$ cat config.mk
export PLATFORM = sky130hd
export DESIGN_NAME = err_stats_gen
export DESIGN_NICKNAME = d
export VERILOG_FILES = /design/src/rtl/err_stats_gen.sv
export SDC_FILE = /design/constraint.sdc
export NUM_CORES = 1
export LEC_CHECK = 0
export BUFFER_PORTS_ARGS = -buffer_cell sky130_fd_sc_hd__buf_2
export CORE_ASPECT_RATIO = 0.5
export CORE_UTILIZATION = 40
export CTS_BUF_LIST = sky130_fd_sc_hd__clkbuf_4
export CTS_CLUSTER_DIAMETER = 100
export DETAILED_ROUTE_END_ITERATION = 6
export HOLD_SLACK_MARGIN = 0.02
export PLACE_DENSITY = 0.64
export RECOVER_POWER = 50
export SKIP_LAST_GASP = 1
export SYNTH_ARGS = -nofsm -noshare
export SYNTH_HDL_FRONTEND = slang
export SYNTH_SLANG_ARGS = --single-unit
$ cat constraint.sdc
create_clock -name clk -period 27.7 [get_ports clk]
set_clock_uncertainty 0.1 [all_clocks]
set_input_delay 5.54 -clock clk [delete_from_list [all_inputs] [get_ports clk]]
set_output_delay 5.54 -clock clk [all_outputs]
set_load 0.01 [all_outputs]
$ cat src/rtl/err_stats_gen.sv
// -----------------------------------------------------------------------------
// err_stats_gen
//
// Window statistics for one receive rail (I or Q) at symbol rate. Over a
// window of 2^LOG2_WIN accepted symbols it produces:
//   - the mean of the input samples (DC estimate)
//   - the mean squared error against a built-in 4-level slicer (MSE)
// Optionally (ERR_PEAK_EN defined) it also produces the peak |err| over the
// window. With ERR_PEAK_EN undefined the err_peak_out port and its logic are
// absent.
//
// Parameters
//   DATA_W     width of signed samples, reference level and outputs
//   LOG2_WIN   log2 of the window length in accepted symbols
//   SYNC_MODE  0 = free-running windows, 1 = windows aligned to cycle_start
//
// Ports
//   clk          in   system clock
//   reset        in   synchronous, active-high reset
//   sym_en       in   symbol-rate enable; samples accepted only when high
//   cycle_start  in   window-alignment pulse (SYNC_MODE=1 only)
//   in_sig       in   signed input sample
//   ref_level    in   signed slicer reference b (levels +/-b, +/-3b), b >= 0
//   acc_dc_out   out  window mean of in_sig
//   acc_sq_out   out  window mean squared slicer error (never negative)
//   out_valid    out  one-cycle pulse when the outputs update
//   err_peak_out out  peak |err| over the window (ERR_PEAK_EN only)
// -----------------------------------------------------------------------------
module err_stats_gen #(
    parameter int DATA_W    = 18,
    parameter int LOG2_WIN  = 18,
    parameter int SYNC_MODE = 0
) (
    input  logic                     clk,
    input  logic                     reset,
    input  logic                     sym_en,
    input  logic                     cycle_start,
    input  logic signed [DATA_W-1:0] in_sig,
    input  logic signed [DATA_W-1:0] ref_level,
    output logic signed [DATA_W-1:0] acc_dc_out,
    output logic signed [DATA_W-1:0] acc_sq_out,
    output logic                     out_valid
`ifdef ERR_PEAK_EN
    ,
    output logic        [DATA_W-1:0] err_peak_out
`endif
);

    localparam int SW = DATA_W + 2;             // slicer arithmetic width
    localparam int EW = DATA_W + 3;             // error width, cannot wrap
    localparam int PW = 2 * EW;                 // full square width
    localparam int AW = DATA_W + LOG2_WIN + 1;  // accumulator width

    localparam logic [DATA_W-1:0] SAT_MAX = {1'b0, {(DATA_W-1){1'b1}}};
    localparam logic [PW-1:0]     SAT_P   = PW'(SAT_MAX);
    localparam logic [EW-1:0]     SAT_E   = EW'(SAT_MAX);
    localparam logic [AW-1:0]     SAT_A   = AW'(SAT_MAX);

    // ---------------------------------------------------------------- slicer
    logic signed [SW-1:0] in_x;
    logic signed [SW-1:0] b_x;
    logic signed [SW-1:0] thr;
    logic signed [SW-1:0] b3;
    logic signed [SW-1:0] decided;

    assign in_x = SW'(in_sig);
    assign b_x  = SW'(ref_level);
    assign thr  = b_x + b_x;
    assign b3   = thr + b_x;

    // Ties sit on the upper decision region.
    always_comb begin
        decided = -b3;
        if (in_x >= thr) begin
            decided = b3;
        end else if (!in_x[SW-1]) begin
            decided = b_x;
        end else if (in_x >= -thr) begin
            decided = -b_x;
        end
    end

    // ---------------------------------------------------------- error terms
    logic signed [EW-1:0]     err;
    logic signed [PW-1:0]     sq;
    logic        [PW-1:0]     sq_sh;
    logic        [DATA_W-1:0] term;
    logic        [EW-1:0]     err_abs;
    logic        [DATA_W-1:0] err_abs_sat;

    assign err   = EW'(in_x) - EW'(decided);
    assign sq    = PW'(err) * PW'(err);
    assign sq_sh = $unsigned(sq) >> (DATA_W - 1);
    assign term  = (sq_sh > SAT_P) ? SAT_MAX : DATA_W'(sq_sh);

    assign err_abs     = err[EW-1] ? $unsigned(-err) : $unsigned(err);
    assign err_abs_sat = (err_abs > SAT_E) ? SAT_MAX : DATA_W'(err_abs);

    // ------------------------------------------------------------ state
    logic signed [AW-1:0]       dc_acc_q, dc_acc_d;
    logic        [AW-1:0]       sq_acc_q, sq_acc_d;
    logic        [LOG2_WIN-1:0] cnt_q, cnt_d;
    logic                       armed_q, armed_d;
    logic signed [DATA_W-1:0]   dc_out_q, dc_out_d;
    logic signed [DATA_W-1:0]   sq_out_q, sq_out_d;
    logic                       valid_q, valid_d;
`ifdef ERR_PEAK_EN
    logic        [DATA_W-1:0]   peak_q, peak_d;
    logic        [DATA_W-1:0]   peak_out_q, peak_out_d;
    logic        [DATA_W-1:0]   peak_new;
    assign peak_new = (err_abs_sat > peak_q) ? err_abs_sat : peak_q;
`endif

    // Window-close sums include the closing sample itself.
    logic signed [AW-1:0] dc_sum;
    logic        [AW-1:0] sq_sum;
    logic        [AW-1:0] sq_mean;

    assign dc_sum  = dc_acc_q + AW'(in_sig);
    assign sq_sum  = sq_acc_q + AW'(term);
    assign sq_mean = sq_sum >> LOG2_WIN;

    // A sync restart takes priority over everything, including a close on
    // the same edge: the partial window is dropped silently.
    logic restart;
    logic accept;
    logic close;

    assign restart = (SYNC_MODE != 0) && sym_en && cycle_start;
    assign accept  = sym_en && !restart && ((SYNC_MODE == 0) || armed_q);
    assign close   = accept && (&cnt_q);

    always_comb begin
        dc_acc_d = dc_acc_q;
        sq_acc_d = sq_acc_q;
        cnt_d    = cnt_q;
        armed_d  = armed_q;
        dc_out_d = dc_out_q;
        sq_out_d = sq_out_q;
        valid_d  = 1'b0;
`ifdef ERR_PEAK_EN
        peak_d     = peak_q;
        peak_out_d = peak_out_q;
`endif
        if (restart) begin
            dc_acc_d = AW'(in_sig);
            sq_acc_d = AW'(term);
            cnt_d    = LOG2_WIN'(1);
            armed_d  = 1'b1;
`ifdef ERR_PEAK_EN
            peak_d   = err_abs_sat;
`endif
        end else if (close) begin
            dc_out_d = DATA_W'(dc_sum >>> LOG2_WIN);
            sq_out_d = (sq_mean > SAT_A) ? SAT_MAX : DATA_W'(sq_mean);
            valid_d  = 1'b1;
            dc_acc_d = '0;
            sq_acc_d = '0;
            cnt_d    = '0;
`ifdef ERR_PEAK_EN
            peak_out_d = peak_new;
            peak_d     = '0;
`endif
        end else if (accept) begin
            dc_acc_d = dc_sum;
            sq_acc_d = sq_sum;
            cnt_d    = cnt_q + LOG2_WIN'(1);
`ifdef ERR_PEAK_EN
            peak_d   = peak_new;
`endif
        end
    end

    always_ff @(posedge clk) begin
        if (reset) begin
            dc_acc_q <= '0;
            sq_acc_q <= '0;
            cnt_q    <= '0;
            armed_q  <= 1'b0;
            dc_out_q <= '0;
            sq_out_q <= '0;
            valid_q  <= 1'b0;
`ifdef ERR_PEAK_EN
            peak_q     <= '0;
            peak_out_q <= '0;
`endif
        end else begin
            dc_acc_q <= dc_acc_d;
            sq_acc_q <= sq_acc_d;
            cnt_q    <= cnt_d;
            armed_q  <= armed_d;
            dc_out_q <= dc_out_d;
            sq_out_q <= sq_out_d;
            valid_q  <= valid_d;
`ifdef ERR_PEAK_EN
            peak_q     <= peak_d;
            peak_out_q <= peak_out_d;
`endif
        end
    end

    assign acc_dc_out = dc_out_q;
    assign acc_sq_out = sq_out_q;
    assign out_valid  = valid_q;
`ifdef ERR_PEAK_EN
    assign err_peak_out = peak_out_q;
`endif

endmodule

==> flow_results.org, run 1 <==
** Floorplan
- Horizontal die dimension :: roughly 360 um
- The core region is 62000 sq um.
- Number of core rows :: between 60 and 70
- I/O pins :: between 70 and 80
- Die Y-Extent :: roughly 180 um
- Total die area :: roughly 65000 sq um
- The initial utilization of the core area, before any placement, comes to 0.410.

** Detailed routing
- Number of detailed-route iterations in the first pass :: 7
- Post-Route WL :: 62.4 mm
- The detailed router placed 19800 vias in this run.
- After detailed routing, the number of remaining DRC violations is 4.
- Count of antenna-violating nets left after detailed routing :: 0
- Dividing the detail-routed wire length by the instance count gives between 15 and 20 um.
- The first routing iteration left around 1300 violations.
- Via/cell ratio :: between 5 and 6

** Placed design
- GPL Wtd Cong :: roughly 0.91
- DPL Wire Length :: 50.8 mm
- In this run the tool buffered the top-level ports with 75 buffer cells.

** Worst setup path
- Slowest cell delay on critical path :: around 1.1 ns
- The worst setup path is captured at a flip-flop.
- Cell at the slowest stage of the critical path :: sky130_fd_sc_hd__clkinv_1
- Along the worst path, the maximum fanout reaches 50.
- Type of the worst setup path :: in2reg
- Startpoint type of the worst setup path :: primary input
- Worst Path Arrival :: roughly 25 ns
- STA puts the critical path data required time at 27.88 ns.

** Status
- The flow ran to the end, but the final reports show violations.
- The final reports fail on design-rule violations, max-capacitance violations, max-slew violations.

** Clock tree
- Buffers inserted during clock tree synthesis total 17.
- CTS sink count :: between 100 and 150
- Root buffer cell :: sky130_fd_sc_hd__clkbuf_4
- In this run the post-CTS setup repair buffer count came out at 0.
- Clock transition time at the flip-flop clock pins of the worst setup and hold paths :: roughly 0.10 ns
- Clock tree from TritonCTS :: done
- # hold bufs at CTS :: 0
- Clk buf depth :: 2
- CTS built an H-tree with a depth of 4.
- At the later pin of the worst-skew pair, clock insertion delay measures ~0.55 ns.
- Post-cts gate resize count :: 0

** Yosys
- Number of distinct library cell variants in the gate-level netlist after synthesis :: a little over 70
- Count of state elements after synthesis :: roughly 130
- Synth Warn # :: 0
- Share of synthesized area occupied by flip-flops and latches :: 0.101
- The synthesized netlist occupies a cell area of approximately 25000 sq um.
- Post-synthesis cell count :: between 2000 and 3000
- Top FF cell, synth :: sky130_fd_sc_hd__dfxtp_1
- Yosys mapped a number of flops with a built-in enable equal to 0.
- Synthesized area per cell :: between 8 and 9 sq um
- The number of nets in the synthesized netlist is around 3700.
- Counting flops with an async set or reset pin after synthesis yields a share of 0.

** STA
- Final-report setup violation count :: 0
- Slew Viols, Final :: about 100
- After routing, the total negative slack on setup checks comes to 0 ns.
- Final min period :: between 20 and 30 ns
- Max-slew headroom at the worst pin :: -1.73
- Worst-margin pin slew :: approximately 4.1 ns
- Ratio of final minimum period to clock period :: 0.912
- FMAX :: roughly 0.04 GHz
- Final hold viol count :: 0
- Unrepaired setup endpoints after global routing :: no

** Hold path
- Hold crit path type :: reg2reg

** Cells and area
- Combined area of the multi-input logic cells :: ~20000 sq um
- Most common library cell in the layout ignoring fill and taps :: sky130_fd_sc_hd__inv_1
- After filler insertion, the fill cell instance count of the layout stands at a little over 6000.
- Proportion of layout cells with a drive suffix above 1 :: 0.0420
- The library cells used most frequently in the layout, excluding fill and tap cells, are 559 x sky130_fd_sc_hd__inv_1, 417 x sky130_fd_sc_hd__fa_1, 282 x sky130_fd_sc_hd__nor2_1.
- After the last flow step, the layout net total stands at 3712.
- Seq. cell area :: 2560 sq um
- At the end of the flow the core is filled with cells to 0.436.
- Layout overhead on the synthesized area :: 6.23%

** Global routing
- In the global route stage, overall resource usage came out at 0.203.
- Via count of the first global-routing pass :: slightly above 20000
- Wire length of the first global-routing pass :: about 110 mm
- The total overflow left after global routing is 0.
- Maximum number of pins on one net before global-route repair :: 87
- The initial antenna violation count was 3.

** Job
- # Max-Cap Violations :: 2
[critical path: cells and delay by family]
family          cells  cell delay (ns)
mux                 1             0.30
simple gates       19             4.77
buf+inv             7             2.12
xor+xnor            4             1.54
fa+ha+maj          13             5.55
compound gates     23             5.57
[area by class of cell]
class | count | area share
Antenna cell | 1 | 0.0000926
Clock buffer | 18 | 0.00500
Clock inverter | 14 | 0.00546
Inverter | 565 | 0.0785
Multi-Input combinational cell | 2175 | 0.759
Sequential cell | 128 | 0.0948
Tap cell | 825 | 0.0382
Timing Repair Buffer | 102 | 0.0194
[per-layer routing]
layer	track usage	wire, um	vias to the layer above
li1	-	-	9513
met1	0.284	29000	9715
met2	0.336	28800	517
met3	0.0306	3970	61
met4	0.0320	746	0
met5	0	0	-
[sequential cells by signal, indices dropped and copies added, names as in the netlist]
name / flops
acc_dc_out: 18
acc_sq_out: 18
cnt_q: 18
dc_acc_q: 36
out_valid: 1
sq_acc_q: 37
[logic make-up after synthesis]
logic type | after synthesis | synth area share
simple gates | 767 | 0.135
fa+ha+maj | 683 | 0.459
buf+inv | 647 | 0.0959
compound gates | 470 | 0.118
xor+xnor | 192 | 0.0668
flops | 128 | 0.101
mux | 62 | 0.0245
other cells | 1 | 0.000147
[cells in the mapped netlist, types with 7 or more instances]
master,n,area share
sky130_fd_sc_hd__and3_1,27,0.0066
sky130_fd_sc_hd__nand2b_1,24,0.0059
sky130_fd_sc_hd__clkbuf_1,74,0.011
sky130_fd_sc_hd__xnor2_1,116,0.040
sky130_fd_sc_hd__nor3_1,25,0.0049
sky130_fd_sc_hd__ha_1,266,0.13
sky130_fd_sc_hd__nor2b_1,26,0.0064
sky130_fd_sc_hd__a211oi_1,20,0.0059
sky130_fd_sc_hd__a31o_2,8,0.0028
sky130_fd_sc_hd__nor2_1,282,0.042
sky130_fd_sc_hd__nor4_1,11,0.0027
sky130_fd_sc_hd__inv_1,559,0.082
sky130_fd_sc_hd__fa_1,417,0.33
sky130_fd_sc_hd__nand2_1,245,0.036
sky130_fd_sc_hd__o21bai_1,11,0.0032
sky130_fd_sc_hd__a21o_1,64,0.019
sky130_fd_sc_hd__o31ai_1,9,0.0027
sky130_fd_sc_hd__a221oi_1,8,0.0028
sky130_fd_sc_hd__mux2i_1,59,0.023
sky130_fd_sc_hd__xor2_1,75,0.026
sky130_fd_sc_hd__nand3_1,48,0.0094
sky130_fd_sc_hd__nand4_1,25,0.0061
sky130_fd_sc_hd__or2_2,9,0.0022
sky130_fd_sc_hd__a31oi_1,11,0.0027
sky130_fd_sc_hd__o21a_1,28,0.0083
sky130_fd_sc_hd__o21ai_0,95,0.019
sky130_fd_sc_hd__a21oi_1,146,0.029
sky130_fd_sc_hd__a21boi_0,7,0.0021
sky130_fd_sc_hd__dfxtp_1,128,0.10
sky130_fd_sc_hd__or3_1,12,0.0030
sky130_fd_sc_hd__and2_1,13,0.0032
[final timing paths]
kind,startpoint,to,slack (ns),cells after the start
worst max-delay path,ref_level[2],sq_acc_q[36],2.44,67
worst min-delay path,acc_dc_out[2],acc_dc_out[2],0.35,2
worst max register to register,cnt_q[0],dc_acc_q[14],22.33,10
worst min register to register,acc_dc_out[2],acc_dc_out[2],0.35,2
[metrics by stage]
step | instance area [sq um] | std cells | hold WS (ns) | setup slack (ns)
finish | 27000 | 3828 | 0.354 | 2.44
global route | 27000 | 3828 | 0.375 | 0.790
CTS | 27100 | 3827 | 0.356 | 2.77
detailed placement | 26800 | 3795 | 0.342 | 2.22
global placement | 26800 | 3795 | 0.336 | 2.32
floorplan | 25400 | 2950 | 0.359 | 6.24
Power of run 1 is left out: the tool's default activity adds up to more than one toggle a clock period on the data nets, which glitch-free logic cannot reach.
==> inputs of run 2 (changes only) <==
Settings changed: ABC_AREA set to 1.
==> flow_results.org, run 2 <==
** Status
- Status :: finished with violations
- Failing checks :: design-rule violations, max-capacitance violations, max-slew violations

** Detailed routing
- The residual DRC count was 6 (+2).
- The first-pass iteration count of the detailed router came to 7 (unchanged).
- The routed via count divided by cell count is 5.09 (-1.6%).
- The post-detailed-route count of antenna-violating nets came to 0 (unchanged).
- Post-detailed-route wirelength per cell :: 15.6 um (-4.1%)
- The number of vias in the routed layout is 23500 (+19%).
- Number of DRC markers in iteration 0 :: 1631 (+26%)
- Post-Route WL :: 72.3 mm (+16%)

** Hold path
- The path class of the tightest hold or removal check is reg2reg.
- In this run the most critical hold path is launched from acc_sq_out[17].

** STA
- Max-slew headroom at the worst pin :: -2.19 (-0.455)
- FMAX :: 0.0443 GHz (+12%)
- Ratio of final minimum period to clock period :: 0.815 (-0.0966)
- Final-report setup violation count :: 0 (unchanged)
- Slew Viols, Final :: 246 (+140%)
- Worst-margin pin slew :: 4.78 ns (+0.683 ns)
- Post-route worst hold slack :: 0.331 ns (-0.0234 ns)
- Final hold viol count :: 0 (unchanged)
- Setup repair after global routing left no endpoint under its margin.
- Aggregate negative setup slack :: 0 ns (unchanged)
- The final period demand of the worst path was 22.58 ns (-2.68 ns).

** Worst setup path
- Type of the worst setup path :: in2reg
- Tracing the worst setup path back leads to its startpoint at ref_level[0].
- The critical path data required time was 28.08 ns (+0.20 ns).
- Largest driver fanout on the critical path :: 26 (-48%)
- STA classifies the critical path endpoint as a flip-flop.
- The most numerous cell type found on the critical path is sky130_fd_sc_hd__nand2_1.
- Startpoint type of the worst setup path :: primary input
- The startpoint identified for the worst register-to-register timing path is cnt_q[0].
- The stage delay of the slowest cell on the critical path is 0.83 ns (-0.25 ns).
- Cell at the slowest stage of the critical path :: sky130_fd_sc_hd__inv_1
- Worst Path Arrival :: 22.97 ns (-2.47 ns)

** Global routing
- Wire length of the first global-routing pass :: 120 mm (+13%)
- The initial antenna violation count came to 0 (-3).
- The maximum number of pins on one net before global-route repair came to 116 (+33%).
- Grt ovf :: 0 (unchanged)
- Via count of the first global-routing pass :: 23600 (+14%)
- The total global routing track utilization is 0.211 (+0.00774).

** Clock tree
- The clock insertion delay at the later pin of the skew report was 0.61 ns (+0.06 ns).
- Post-CTS setup-driven buffer insertion count :: 0 (unchanged)
- The H-tree depth came to 4 (unchanged).
- Post-cts gate resize count :: 0 (unchanged)
- Clk buf depth :: 2 (unchanged)
- CTS sink count :: 128 (unchanged)
- Root buffer cell :: sky130_fd_sc_hd__clkbuf_4
- # hold bufs at CTS :: 0 (unchanged)
- The number of clock buffers inserted by TritonCTS is 17 (unchanged).
- The clock transition at the registers of the reported paths is 0.12 ns (+0.02 ns).
- Clock tree from TritonCTS :: done

** Yosys
- Top FF cell, synth :: sky130_fd_sc_hd__dfxtp_1
- Counting instances in the post-synthesis netlist gives the leading cell types as 816 x sky130_fd_sc_hd__inv_1, 598 x sky130_fd_sc_hd__nand2_1, 417 x sky130_fd_sc_hd__fa_1, 393 x sky130_fd_sc_hd__nor2_1, 266 x sky130_fd_sc_hd__ha_1.
- Synthesized area per cell :: 7.48 sq um (-13%)
- The combined area of all synthesized cells is 27500 sq um (+8.1%).
- Count of state elements after synthesis :: 128 (unchanged)
- Top-area cell type share of the netlist area :: 0.304 (-0.0245)
- EDFF count, synth :: 0 (unchanged)
- The number of distinct library cells after synthesis was 60 (-17%).
- The fraction of registers with async set/reset was 0 (unchanged).
- The sequential element share of the synthesized area was 0.0932 (-0.00752).
- sky130_fd_sc_hd__fa_1 takes more of the synthesized area than any other cell.
- Synth Warn # :: 0 (unchanged)
- Top area cells in the synthesized netlist :: sky130_fd_sc_hd__fa_1 30%, sky130_fd_sc_hd__ha_1 12%, sky130_fd_sc_hd__inv_1 11%, sky130_fd_sc_hd__dfxtp_1 9.3%, sky130_fd_sc_hd__nand2_1 8.2%
- Post-Synthesis Net Count :: 4398 (+20%)
- Post-synthesis cell count :: 3675 (+25%)
- Leading cell type by number of instances after synthesis :: sky130_fd_sc_hd__inv_1

** Placed design
- The weighted congestion at the end of routability-driven global placement is 0.938 (+2.6%).
- The quantity of I/O buffers inserted on ports was 75 (unchanged).
- The half-perimeter wire length of the detailed placement result is 61.1 mm (+20%).

** Floorplan
- The overall die width came to 373 um (+3.9%).
- I/O pins :: 77 (unchanged)
- The area of the die came to 69900 sq um (+8.0%).
- Number of core rows :: 67 (+4.7%)
- Core Area :: 67500 sq um (+8.9%)
- Die Y-Extent :: 187 um (+3.9%)
- The effective utilization at floorplan was 0.407 (-0.00305).

** Cells and area
- The ratio of cells with drive above 1 in the final layout came to 0.0403 (-0.00166).
- Most common library cell in the layout ignoring fill and taps :: sky130_fd_sc_hd__inv_1
- Number of flip-flops under the largest register name :: 37 (unchanged)
- Largest registers :: sq_acc_q x37, dc_acc_q x36
- Most used cells in the layout excluding fill and tap cells :: 817 x sky130_fd_sc_hd__inv_1, 598 x sky130_fd_sc_hd__nand2_1, 417 x sky130_fd_sc_hd__fa_1
- Counting flops per register, the top entry is sq_acc_q.
- Filler Cells Inserted :: 6877 (+10%)
- The number of nets at the end of the flow is 4431 (+19%).
- Layout overhead on the synthesized area :: 5.48%

** Job
- # Max-Cap Violations :: 4 (+2)
## run 2: kinds of logic (layout without fill, tap and decap cells)
family,Yosys count,after routing,synth area share
AO/OA/AOI/OAI,555,555,0.117
XOR/XNOR,144,144,0.0482
adder cells (fa/ha/maj),683,683,0.425
buffers and inverters,910,956,0.126
flip-flops,128,128,0.0932
multiplexers,1,1,0.000410
other,1,2,0.000136
AND/OR/NAND/NOR,1253,1253,0.191
## run 2: critical path: cells and delay by family
kind | cells | cell delay [ns]
fa+ha+maj | 12 | 5.94
xor+xnor | 3 | 0.62
simple gates | 36 | 6.27
compound gates | 8 | 1.57
buf+inv | 13 | 3.00
## run 2: path summary, 6_finish.rpt
check / to / slack (ns) / depth (start not counted)
worst max-delay path: acc_sq_out[12] / 5.12 / 72
worst max register to register: dc_acc_q[3] / 21.67 / 10
worst min register to register: acc_sq_out[17] / 0.33 / 2
worst min-delay path: acc_sq_out[17] / 0.33 / 2
## run 2: through the flow
stage,worst slack (ns),utilization,area [sq um],cells
6_report,5.12,0.430,29000,4619
5_1_grt,3.77,0.430,29000,4618
4_1_cts,5.43,0.431,29100,4618
3_5_place_dp,4.86,0.426,28800,4586
3_3_place_gp,4.99,0.426,28800,4586
2_1_floorplan,8.97,-,27500,3675
## run 2: area by class of cell
cell class                      instances  area (sq um)  area share
Inverter                              838          3150       0.108
Antenna cell                            1          2.50   0.0000863
Tap cell                              897          1120      0.0387
Sequential cell                       128          2560      0.0884
Multi-Input combinational cell       2637         21500       0.741
Clock inverter                         15           159     0.00548
Timing Repair Buffer                   86           403      0.0139
Clock buffer                           17           128     0.00440
## run 2: metal layers
layer | wire (um) | track usage | vias to the layer above
met1 | 33500 | 0.286 | 11400
met5 | 0 | 0 | -
li1 | - | - | 11500
met3 | 3590 | 0.0243 | 104
met4 | 1340 | 0.0443 | 0
met2 | 33800 | 0.362 | 581
Power of run 2 is left out for the same reason.
